**src/rtl/router_dst_port.sv**
```systemverilog
// Per-destination output buffer: packet-aware byte FIFO with a read-timeout flush watchdog.
// Latency: a written byte is visible on valid_out next cycle; data_out is registered one cycle after read_enb.
// Backpressure: full drops further writes; an idle reader for TIMEOUT cycles flushes the buffer and pulses soft_reset.
module router_dst_port #(
    parameter int DEPTH   = 16,
    parameter int DATA_W  = 8,
    parameter int TIMEOUT = 30
) (
    input  logic              clock,
    input  logic              resetn,
    input  logic              write_enb,
    input  logic [DATA_W-1:0] data_in,
    input  logic              lfd_state,
    input  logic              read_enb,
    output logic [DATA_W-1:0] data_out,
    output logic              valid_out,
    output logic              full,
    output logic              empty,
    output logic              soft_reset
);

    localparam int AW   = $clog2(DEPTH);
    localparam int WDW  = $clog2(TIMEOUT + 1);
    // header[7:2] + 1 can reach 64, so the counter needs one bit more than the length field
    localparam int CNTW = DATA_W - 1;

    // Bit DATA_W of each entry remembers whether the byte was a packet header
    logic [DATA_W:0]     mem [DEPTH];

    logic [AW:0]         wr_ptr_q, wr_ptr_d;
    logic [AW:0]         rd_ptr_q, rd_ptr_d;
    logic [DATA_W-1:0]   data_out_q, data_out_d;
    logic [CNTW-1:0]     byte_cnt_q, byte_cnt_d;
    logic [WDW-1:0]      wd_cnt_q, wd_cnt_d;
    logic                soft_reset_q, soft_reset_d;

    logic                wr_acc;
    logic                rd_acc;
    logic                wd_fire;
    logic                mem_we;
    logic [DATA_W:0]     rd_word;

    assign empty     = (wr_ptr_q == rd_ptr_q);
    assign full      = (wr_ptr_q[AW] != rd_ptr_q[AW]) &&
                       (wr_ptr_q[AW-1:0] == rd_ptr_q[AW-1:0]);
    assign valid_out = !empty;
    assign data_out  = data_out_q;
    assign soft_reset = soft_reset_q;

    assign wr_acc  = write_enb && !full;
    assign rd_acc  = read_enb && !empty;
    // Fires on the TIMEOUT-th consecutive cycle with data waiting and no read
    assign wd_fire = !empty && !read_enb && (wd_cnt_q == WDW'(TIMEOUT - 1));
    // A write landing in the flush cycle would be orphaned by the pointer reset, so it is discarded
    assign mem_we  = wr_acc && !wd_fire;
    assign rd_word = mem[rd_ptr_q[AW-1:0]];

    // Next-state for pointers, output byte, packet counter and watchdog
    always_comb begin
        wr_ptr_d     = wr_ptr_q;
        rd_ptr_d     = rd_ptr_q;
        data_out_d   = data_out_q;
        byte_cnt_d   = byte_cnt_q;
        wd_cnt_d     = wd_cnt_q;
        soft_reset_d = 1'b0;

        if (wd_fire) begin
            wr_ptr_d     = '0;
            rd_ptr_d     = '0;
            data_out_d   = '0;
            byte_cnt_d   = '0;
            wd_cnt_d     = '0;
            soft_reset_d = 1'b1;
        end else begin
            if (wr_acc) begin
                wr_ptr_d = wr_ptr_q + 1'b1;
            end
            if (rd_acc) begin
                rd_ptr_d   = rd_ptr_q + 1'b1;
                data_out_d = rd_word[DATA_W-1:0];
                // A header reloads the count even mid-packet; that malformed case is not flagged
                if (rd_word[DATA_W]) begin
                    byte_cnt_d = CNTW'(rd_word[DATA_W-1:2]) + CNTW'(1);
                end else if (byte_cnt_q != '0) begin
                    byte_cnt_d = byte_cnt_q - CNTW'(1);
                end
            end
            if (empty || rd_acc) begin
                wd_cnt_d = '0;
            end else if (!read_enb) begin
                wd_cnt_d = wd_cnt_q + WDW'(1);
            end
        end
    end

    // State registers, cleared immediately by the asynchronous reset
    always_ff @(posedge clock or negedge resetn) begin
        if (!resetn) begin
            wr_ptr_q     <= '0;
            rd_ptr_q     <= '0;
            data_out_q   <= '0;
            byte_cnt_q   <= '0;
            wd_cnt_q     <= '0;
            soft_reset_q <= 1'b0;
        end else begin
            wr_ptr_q     <= wr_ptr_d;
            rd_ptr_q     <= rd_ptr_d;
            data_out_q   <= data_out_d;
            byte_cnt_q   <= byte_cnt_d;
            wd_cnt_q     <= wd_cnt_d;
            soft_reset_q <= soft_reset_d;
        end
    end

    // Storage array; contents are meaningless whenever the pointers say empty, so no reset
    always_ff @(posedge clock) begin
        if (mem_we) begin
            mem[wr_ptr_q[AW-1:0]] <= {lfd_state, data_in};
        end
    end

endmodule

```
**config.mk**
```make
export PLATFORM = sky130hd
export DESIGN_NAME = router_dst_port
export DESIGN_NICKNAME = d
export VERILOG_FILES = /design/src/rtl/router_dst_port.sv
export SDC_FILE = /design/constraint.sdc
export NUM_CORES = 1
export LEC_CHECK = 0
export CELL_PAD_IN_SITES_DETAIL_PLACEMENT = 2
export CELL_PAD_IN_SITES_GLOBAL_PLACEMENT = 2
export CORE_MARGIN = 2
export CORE_UTILIZATION = 49
export CTS_CLUSTER_DIAMETER = 50
export DETAILED_ROUTE_END_ITERATION = 16
export GPL_ROUTABILITY_DRIVEN = 0
export HOLD_SLACK_MARGIN = 0.1
export PLACE_DENSITY_LB_ADDON = 0.15
export REMOVE_ABC_BUFFERS = 1
export SLEW_MARGIN = 30
export SYNTH_ARGS = -nofsm -noshare
export SYNTH_HDL_FRONTEND = slang
export SYNTH_SLANG_ARGS = --single-unit
```
**constraint.sdc**
```tcl
create_clock -name clock -period 4 [get_ports clock]
set_input_delay 0.4 -clock clock [delete_from_list [all_inputs] [get_ports clock]]
set_output_delay 0.4 -clock clock [all_outputs]
set_load 0.1 [all_outputs]
```
==> results of run 1 <==
cell usage after synthesis, drive strengths merged:
cell type / number / share of area, %
edfxtp: 128 / 61
nor2: 31 / 1.8
o21bai: 2 / 0.24
buf: 16 / 1.8
o31ai: 1 / 0.12
o21ai: 14 / 1.2
clkbuf: 6 / 0.36
and2: 1 / 0.099
a22oi: 8 / 0.95
mux4: 8 / 2.9
or2: 1 / 0.099
nor3: 5 / 0.64
nor2b: 11 / 1.1
a32o: 1 / 0.16
nand3: 7 / 0.87
xnor2: 7 / 1.2
nand4: 2 / 0.44
a21o: 1 / 0.12
a221oi: 16 / 2.2
nand2: 12 / 0.72
dfrtp: 24 / 9.5
mux2i: 42 / 6.9
a21oi: 10 / 0.80
a211oi: 8 / 0.95
or3: 2 / 0.20
and3: 1 / 0.099
nand2b: 2 / 0.20
ha: 7 / 1.4
inv: 5 / 0.30
xor2: 5 / 0.81
nor3b: 1 / 0.12
o211ai: 3 / 0.58
through the flow:
step                      utilization, %  total power, mW  worst slack (ps)  hold slack, ps  std cells
after floorplan                        -             3.58             -1160             104        366
after global placement              52.9             4.09              1130             468        568
after detailed placement            52.9             4.21               989             474        568
after CTS                           57.8             5.94               931             392        600
after global routing                57.8             6.14               815             417        600
final                               57.8             5.89               997             377        600
cell families (layout without fill, tap and decap cells):
group	count (synthesis)	in the layout	share of synthesized area, %
flops	152	152	70.6
simple gates	76	76	6.42
compound gates	64	64	7.31
mux	50	50	9.74
buf+inv	27	67	2.50
xor+xnor	12	12	2.03
fa+ha+maj	7	7	1.39
final cells by class:
| cell class | instances | area, um^2 | area share (%) |
|---|---|---|---|
| clock buffers | 20 | 437 | 6.01 |
| flip-flops and latches | 152 | 4450 | 61.2 |
| inverters | 5 | 18.8 | 0.258 |
| multi-input cells | 209 | 1700 | 23.3 |
| repair buffers | 30 | 275 | 3.79 |
| well taps | 172 | 215 | 2.96 |
| clock inverters | 12 | 175 | 2.41 |
per-layer routing:
layer  vias to the layer above  global-route usage, %
met2                       105                   42.3
met5                         -                      0
li1                       1555                      -
met1                      1842                   34.9
met4                         0                   9.56
met3                        19                   4.47
worst register-to-register path, delay by kind of cell (launching register included):
kind          cells  cell delay (ps)
mux               1              350
xor+xnor          1              250
flops             1              800
simple gates      3             1210
registers in the layout (all words and copies together) (netlist names):
register / count
soft_reset: 1
mem: 128
rd_ptr_q: 5
wd_cnt_q: 5
data_out: 8
wr_ptr_q: 5
path summary, 6_finish.rpt:
path | start | end | slack [ps] | cells past startpoint
max in group asynchronous | resetn | rd_ptr_q[0] | 2940 | 2
min in group clock | data_out[2] | data_out[2] | 480 | 2
worst min-delay path | resetn | wd_cnt_q[2] | 380 | 1
worst max register to register | rd_ptr_q[1] | mem[12][1] | 1000 | 5
worst min register to register | data_out[2] | data_out[2] | 480 | 2
worst max-delay path | rd_ptr_q[1] | mem[12][1] | 1000 | 5
power by group through the flow:
stage	logic (mW)	clock network, mW	registers, mW
2_1_floorplan	1.03	0	2.54
3_3_place_gp	1.85	0	2.24
3_5_place_dp	1.94	0	2.27
4_1_cts	1.99	1.70	2.26
5_1_grt	2.10	1.74	2.29
6_report	1.97	1.67	2.25
==> run summary, run 1 <==
Run status -> finished, final reports clean
Cell Chain, Critical Path -> xnor2_1 > nand4_4 > mux2i_4 > nand3_2 > nor2_1
Worst Tran Pin Value -> 1020 ps
Row Count -> 41
Number of post-CTS setup repair buffers -> 0
Initial standard-cell utilization of the core -> 50.1%
Max Transition Viols Final -> 0
Overall die width -> 117 um
Maximum single-stage delay on the critical path -> 800 ps
Clock sink total -> 152
Proportion of layout cells with a drive suffix above 1 -> 15.2%
Metal3 WL -> 918 um
Clock period minus worst slack -> 3000 ps
Worst hold path class -> in -> async
Seq pwr share -> 38.2%
First DRT Iteration DRCs -> 307
DP Wirelength -> 10.3 mm
Final-report hold violation count -> 0
Die Outline Area -> 0.0138 mm^2
Maximum number of pins on one net before global-route repair -> 45
Met1 wire length -> 6.87 mm
CP required -> 4040 ps
Total Neg Setup Slack -> 0 ps
CP Capture Type -> flip-flop
Final period util -> 75.1%
Ant diodes -> 0
Arrival time reported for the critical path endpoint -> 3040 ps
Routed wire length per instance -> 27.7 um
Yosys reg bits -> 152
Post-synthesis to final-layout area growth -> 15.4%
CP delay by family, top -> simple AND/OR/NAND/NOR gates
Via total after detailed routing -> 3521
Depth of the CTS H-tree -> 4
Post-synth cell types -> 45
Worst IR Drop VDD -> 326 uV
Detailed-router iteration count before antenna repair -> 4
Setup-violating endpoint count in the final report -> 0
Number of max-cap violations -> 0
Number of buffers and inverters on the critical path -> 0
Number of nets with antenna violations after routing -> 0
Clock tree root buffer cell -> sky130_fd_sc_hd__clkbuf_16
# fillers -> 1086
Number of buffers between clock root and the deepest sink -> 2
Top library cells by usage in the layout, fill and taps aside -> sky130_fd_sc_hd__edfxtp_1, sky130_fd_sc_hd__mux2i_1, sky130_fd_sc_hd__nor2_1, sky130_fd_sc_hd__dfrtp_1, sky130_fd_sc_hd__clkdlybuf4s50_1
Type of the worst setup path -> reg -> reg
Leakage Power -> 2.54 nW
Vias/cell -> 5.87
Number of warning messages in the yosys log -> 0
Core Area -> 0.0126 mm^2
Max Freq -> 333 MHz
Global router's overall resource usage -> 25.8%
Worst-path clk slew -> 60 ps
Net switching component of the power -> 2.23 mW
Rel. slew slack -> 32.1%
Sw Share -> 37.9%
Wire length of the first global-routing pass -> 25.3 mm
Part of the total power dissipated in the clock network -> 28.4%
Largest clock skew in the final design -> 7.24 ps
Overflow left after global routing -> 0
Most common library cell in the layout ignoring fill and taps -> sky130_fd_sc_hd__edfxtp_1
Highest-delay cell along the critical path -> sky130_fd_sc_hd__dfrtp_1
Number of buffers inserted during clock tree synthesis -> 17
Highest Signal Layer -> met4
IO Port Bufs -> 23
Post-synthesis instance total -> 388
Met2 Routed Length -> 8.56 mm
Internal power -> 3.66 mW
Fraction of power consumed by combinational cells -> 33.4%
Drt drc -> 0
Post-Place Cell Area -> 0.00665 mm^2
Total power divided by cell area -> 811 mW/mm^2
Critical Path Fanout Max -> 15
Startpoint kind of the worst setup timing path -> flip-flop
Final standard cell area without fillers -> 0.00726 mm^2
Vias in the first global route -> 3834
CTS tree -> built
# hold bufs at CTS -> 0
Height of the die -> 117 um
Wire length after detailed routing -> 16.6 mm
Unrepaired setup endpoints after global routing -> no
Num ports -> 25
Mean cell area of the mapped netlist -> 16.2 um^2
Initial antenna violation count -> 0
Clk Latency, worst-skew pair -> 420 ps
Post-synthesis sequential area ratio -> 70.6%
Post-synthesis instance area -> 0.00629 mm^2
Final-stage net count -> 435
Post-CTS resize count -> 0
Note: power is estimated with default switching activity, not from simulation.
==> run 2, diff against run 1 <==
--- a/config.mk
+++ b/config.mk
@@ -8,7 +8,7 @@
 export CELL_PAD_IN_SITES_DETAIL_PLACEMENT = 2
 export CELL_PAD_IN_SITES_GLOBAL_PLACEMENT = 2
 export CORE_MARGIN = 2
-export CORE_UTILIZATION = 49
+export CORE_UTILIZATION = 41
 export CTS_CLUSTER_DIAMETER = 50
 export DETAILED_ROUTE_END_ITERATION = 16
 export GPL_ROUTABILITY_DRIVEN = 0
==> constraint.sdc (replaced) <==
create_clock -name clock -period 2.7 [get_ports clock]
set_input_delay 0.27 -clock clock [delete_from_list [all_inputs] [get_ports clock]]
set_output_delay 0.27 -clock clock [all_outputs]
set_load 0.1 [all_outputs]
==> run summary, run 2 (synthesized netlist as in run 1, its figures left out) <==
Run status -> finished, final reports clean
Final Non-Filler Cells -> 637 (+6.2%)
Most common library cell in the layout ignoring fill and taps -> sky130_fd_sc_hd__edfxtp_1
Max reg flops -> 128 (unchanged)
Placed instance count -> 605 (+6.5%)
Initial standard-cell utilization of the core -> 41.7% (-8.4 points)
CTS tree -> built
Clk Latency, worst-skew pair -> 420 ps (about the same)
Maximum number of pins on one net before global-route repair -> 51 (+13%)
Leakage Power -> 2.67 nW (+5.5%)
Vias in the first global route -> 3975 (+3.7%)
Row Count -> 45 (+9.8%)
Total power divided by cell area -> 1170 mW/mm^2 (+45%)
Final standard cell area without fillers -> 0.00746 mm^2 (+2.7%)
Post-synthesis to final-layout area growth -> 18.5%
Overall die width -> 128 um (+9.0%)
Largest clock skew in the final design -> 9.78 ps (+2.54 ps)
Clock period minus worst slack -> 2330 ps
Post-CTS resize count -> 0 (unchanged)
Startpoint kind of the worst setup timing path -> flip-flop
Post-Place Cell Area -> 0.00686 mm^2 (+3.1%)
Depth of the CTS H-tree -> 4 (unchanged)
Clock sink total -> 152 (unchanged)
Number of buffers inserted during clock tree synthesis -> 17 (unchanged)
Vias/cell -> 5.55 (-5.5%)
Worst R2R Path Depth -> 6 (+1)
Clock tree root buffer cell -> sky130_fd_sc_hd__clkbuf_16
Critical Path Fanout Max -> 10 (-5)
Initial antenna violation count -> 0 (unchanged)
Drt drc -> 0 (unchanged)
CP required -> 2430 ps (-1610 ps)
Setup-violating endpoint count in the final report -> 0 (unchanged)
Num ports -> 25 (unchanged)
# hold bufs at CTS -> 0 (unchanged)
IO Port Bufs -> 23 (unchanged)
Proportion of layout cells with a drive suffix above 1 -> 21.4% (+6.2 points)
Worst hold path class -> in -> async
Max Freq -> 430 MHz
CP Capture Type -> output pin
Overflow left after global routing -> 0 (unchanged)
Number of buffers between clock root and the deepest sink -> 2 (unchanged)
Arrival time reported for the critical path endpoint -> 2060 ps (-980 ps)
Via total after detailed routing -> 3533 (+0.34%)
Die Outline Area -> 0.0164 mm^2 (+19%)
Wire length after detailed routing -> 15.7 mm (-5.8%)
Final-stage net count -> 456 (+4.8%)
Final period util -> 86.1%
Detailed-router iteration count before antenna repair -> 4 (unchanged)
Worst-path clk slew -> 60 ps (about the same)
Global router's overall resource usage -> 20.7% (-5.1 points)
Rel. slew slack -> 44.8% (+13 points)
Top library cells by usage in the layout, fill and taps aside -> sky130_fd_sc_hd__edfxtp_1, sky130_fd_sc_hd__mux2i_1, sky130_fd_sc_hd__buf_4, sky130_fd_sc_hd__nor2_1, sky130_fd_sc_hd__dfrtp_1
Height of the die -> 128 um (+9.0%)
Worst IR Drop VDD -> 560 uV (+72%)
Ant diodes -> 0 (unchanged)
Core Area -> 0.0151 mm^2 (+20%)
Final-report hold violation count -> 0 (unchanged)
Unrepaired setup endpoints after global routing -> no
Number of post-CTS setup repair buffers -> 0 (unchanged)
Number of nets with antenna violations after routing -> 0 (unchanged)
First DRT Iteration DRCs -> 172 (-44%)
Max Transition Viols Final -> 0 (unchanged)
Number of max-cap violations -> 0 (unchanged)
Worst Tran Pin Value -> 826 ps (-190 ps)
Wire length of the first global-routing pass -> 24.0 mm (-5.1%)
DP Wirelength -> 10.3 mm (+0.11%)
Type of the worst setup path -> reg -> out
Routed wire length per instance -> 24.6 um (-11%)
run 2: changes by cell type in the layout (fill, tap and decap cells not counted):
cell,previous run,this run
sky130_fd_sc_hd__buf_4,10,36
sky130_fd_sc_hd__clkdlybuf4s50_1,20,11
sky130_fd_sc_hd__buf_12,0,4
sky130_fd_sc_hd__clkbuf_1,3,0
sky130_fd_sc_hd__clkinv_4,1,4
sky130_fd_sc_hd__bufinv_16,4,3
sky130_fd_sc_hd__clkinv_1,0,1
sky130_fd_sc_hd__clkinvlp_4,3,2
sky130_fd_sc_hd__inv_6,1,2
sky130_fd_sc_hd__nor2_1,30,31
sky130_fd_sc_hd__nor2_2,1,0
run 2: worst paths after layout:
path	slack, ps	start	endpoint
min in group clock	490	data_out[5]	data_out[5]
min	320	resetn	wr_ptr_q[2]
min reg2reg	490	data_out[5]	data_out[5]
max reg2reg	420	rd_ptr_q[0]	data_out[5]
max	370	wr_ptr_q[2]	valid_out
max in group asynchronous	1750	resetn	data_out[0]
run 2: routing by layer:
layer	vias up	part of all wire, %	routed length, um	GRT usage [%]
met1	1868	43	6780	26.4
met2	58	52	8190	35.4
met3	11	3.3	521	5.09
met5	-	0	0	0
li1	1596	-	-	-
met4	0	1.0	163	5.62
run 2: critical path, stage by stage (launching register included):
cell                      delay [ps]
sky130_fd_sc_hd__dfrtp_1         600
sky130_fd_sc_hd__xnor2_2         180
sky130_fd_sc_hd__nand4_4         240
sky130_fd_sc_hd__nor2_1          320
sky130_fd_sc_hd__inv_2           110
sky130_fd_sc_hd__buf_12          180
run 2: layout make-up:
cell class / instances / area (um^2)
Multi-Input combinational cell: 209 / 1690
Clock inverter: 15 / 176
Fill cell: 1376 / 7630
Timing Repair Buffer: 51 / 460
Clock buffer: 17 / 425
Sequential cell: 152 / 4450
Tap cell: 188 / 235
Inverter: 5 / 18.8
run 2: stage by stage:
stage	setup WS, ps	setup TNS, ps	utilization, %	power (mW)	hold slack [ps]
after detailed placement	454	0	45.4	6.39	490
after floorplan	-2460	-176060	-	5.30	-25.6
final	374	0	49.4	8.76	318
after global routing	237	0	49.4	9.18	379
after global placement	505	0	45.4	6.24	472
after CTS	325	0	49.4	8.87	367
run 2: report_power, final:
group / switching (mW) / total (mW) / internal [mW]
combinational: 2.09 / 3.17 / 1.08
sequential: 0.251 / 3.16 / 2.91
clock: 0.974 / 2.43 / 1.46
==> run 3, diff against run 2 <==
--- a/config.mk
+++ b/config.mk
@@ -7,7 +7,6 @@
 export LEC_CHECK = 0
 export CELL_PAD_IN_SITES_DETAIL_PLACEMENT = 2
 export CELL_PAD_IN_SITES_GLOBAL_PLACEMENT = 2
-export CORE_MARGIN = 2
 export CORE_UTILIZATION = 41
 export CTS_CLUSTER_DIAMETER = 50
 export DETAILED_ROUTE_END_ITERATION = 16
==> run summary, run 3 (synthesized netlist as in run 1, its figures left out) <==
Placed instance count -> 599 (-0.99%)
# hold bufs at CTS -> 0 (unchanged)
Largest clock skew in the final design -> 9.55 ps (-0.236 ps)
Clock period minus worst slack -> 2440 ps (+119 ps)
Core Area -> 0.0148 mm^2 (-2.2%)
Initial standard-cell utilization of the core -> 42.7% (+0.95 points)
Num ports -> 25 (unchanged)
Worst Setup Slack post-DPL -> 339 ps (-115 ps)
Run status -> finished, final reports clean
CP Capture Type -> output pin
Die Outline Area -> 0.0159 mm^2 (-3.1%)
Final-report hold violation count -> 0 (unchanged)
Via total after detailed routing -> 3540 (+0.20%)
Post-CTS resize count -> 0 (unchanged)
Vias in the first global route -> 3959 (-0.40%)
Wire length after detailed routing -> 16.0 mm (+2.0%)
CP required -> 2430 ps (about the same)
Type of the worst setup path -> reg -> out
Max Transition Viols Final -> 0 (unchanged)
Initial antenna violation count -> 0 (unchanged)
Most common library cell in the layout ignoring fill and taps -> sky130_fd_sc_hd__edfxtp_1
Drt drc -> 0 (unchanged)
Detailed-router iteration count before antenna repair -> 4 (unchanged)
Rel. slew slack -> 46.2% (+1.4 points)
Setup-violating endpoint count in the final report -> 0 (unchanged)
Met1 wire length -> 7.40 mm (+9.1%)
Arrival time reported for the critical path endpoint -> 2170 ps (+110 ps)
Final-stage net count -> 455 (-0.22%)
Depth of the CTS H-tree -> 4 (unchanged)
Endpoint of the worst-slack reg-to-reg timing path -> mem[5][3]
Worst hold path class -> in -> async
Final Total Pwr -> 8.63 mW (-1.4%)
Overflow left after global routing -> 0 (unchanged)
Worst IR Drop VDD -> 601 uV (+7.3%)
CP delay by family, top -> flip-flops
Total stage count of the critical path -> 5 (unchanged)
Final Non-Filler Cells -> 631 (-0.94%)
Height of the die -> 126 um (-1.6%)
Critical R2R Launch -> wr_ptr_q[3]
Proportion of layout cells with a drive suffix above 1 -> 20.6% (-0.80 points)
CTS tree -> built
Clock tree root buffer cell -> sky130_fd_sc_hd__clkbuf_16
# fillers -> 1346 (-2.2%)
Routed wire length per instance -> 25.3 um (+2.9%)
Number of max-cap violations -> 0 (unchanged)
Worst Tran Pin Value -> 805 ps (-20.8 ps)
Highest Signal Layer -> met4
Cell Chain, Critical Path -> xnor2_2 > nand4_4 > nor2_1 > inv_2 > buf_12
Final WS setup -> 256 ps (-119 ps)
Row Count -> 44 (-2.2%)
Number of post-CTS setup repair buffers -> 0 (unchanged)
Final period util -> 90.5% (+4.4 points)
Startpoint kind of the worst setup timing path -> flip-flop
Total Neg Setup Slack -> 0 ps (unchanged)
Maximum number of pins on one net before global-route repair -> 69 (+35%)
IO Port Bufs -> 23 (unchanged)
Clk Latency, worst-skew pair -> 430 ps (about the same)
Leakage Power -> 2.64 nW (-1.2%)
Post-synthesis to final-layout area growth -> 17.6%
Wire length of the first global-routing pass -> 25.0 mm (+4.5%)
Worst R2R Path Depth -> 6 (unchanged)
Number of buffers between clock root and the deepest sink -> 2 (unchanged)
Global router's overall resource usage -> 22.4% (+1.7 points)
Overall die width -> 126 um (-1.6%)
Total power divided by cell area -> 1170 mW/mm^2 (-0.65%)
Number of buffers inserted during clock tree synthesis -> 17 (unchanged)
Reg-to-reg setup timing slack -> 350 ps (-70 ps)
Number of nets with antenna violations after routing -> 0 (unchanged)
Ant diodes -> 0 (unchanged)
Unrepaired setup endpoints after global routing -> no
Critical Path Fanout Max -> 9 (-1)
Highest-delay cell along the critical path -> sky130_fd_sc_hd__dfrtp_1
Vias/cell -> 5.61 (+1.2%)
First DRT Iteration DRCs -> 271 (+58%)
Max Freq -> 409 MHz (-4.9%)
Core utilization of the finished layout -> 50.2% (+0.73 points)
Worst-path clk slew -> 60 ps (about the same)
Metal3 WL -> 457 um (-12%)
Number of buffers and inverters on the critical path -> 2 (unchanged)
DP Wirelength -> 10.4 mm (+1.1%)
Max reg flops -> 128 (unchanged)
Top library cells by usage in the layout, fill and taps aside -> sky130_fd_sc_hd__edfxtp_1, sky130_fd_sc_hd__mux2i_1, sky130_fd_sc_hd__buf_4, sky130_fd_sc_hd__nor2_1, sky130_fd_sc_hd__dfrtp_1
Met2 Routed Length -> 7.81 mm (-4.6%)
Clock sink total -> 152 (unchanged)
Maximum single-stage delay on the critical path -> 640 ps (+40 ps)
-- run 3: worst max path at each step --
| stage | start | end | slack [ps] |
|---|---|---|---|
| after floorplan | rd_ptr_q[0] | rd_ptr_q[1] | -2460 |
| after global placement | wr_ptr_q[3] | mem[4][1] | 400 |
| after detailed placement | wr_ptr_q[3] | mem[6][2] | 340 |
| after CTS | wr_ptr_q[3] | valid_out | 220 |
| after global routing | wr_ptr_q[3] | valid_out | 120 |
| final | wr_ptr_q[3] | valid_out | 260 |
-- run 3: metal layers --
layer | GRT usage, % | vias to the layer above
li1 | - | 1592
met1 | 30.3 | 1875
met2 | 35.7 | 53
met3 | 4.38 | 20
met4 | 9.00 | 0
met5 | 0 | -
-- run 3: worst reg2reg max path: cells and delay by family (launching register included) --
kind	cells	cell delay (ps)
xor+xnor	1	190
buf+inv	1	210
flops	1	640
mux	1	370
simple gates	3	640
-- run 3: through the flow --
step | hold slack (ps) | area (um^2)
floorplan | -25.6 | 6160
global placement | 472 | 6840
detailed placement | 480 | 6840
CTS | 337 | 7390
global route | 354 | 7400
finish | 329 | 7400
-- run 3: final cells by class --
type	instances	area [um^2]	area share, %
Sequential cell	152	4450	60.1
Clock inverter	14	134	1.81
Tap cell	184	230	3.11
Timing Repair Buffer	50	450	6.09
Clock buffer	17	425	5.75
Inverter	5	18.8	0.254
Multi-Input combinational cell	209	1690	22.9
-- run 3: report_power, final --
part,switching [mW],internal [mW]
sequential,0.233,2.91
combinational,2.11,1.07
clock,0.964,1.34
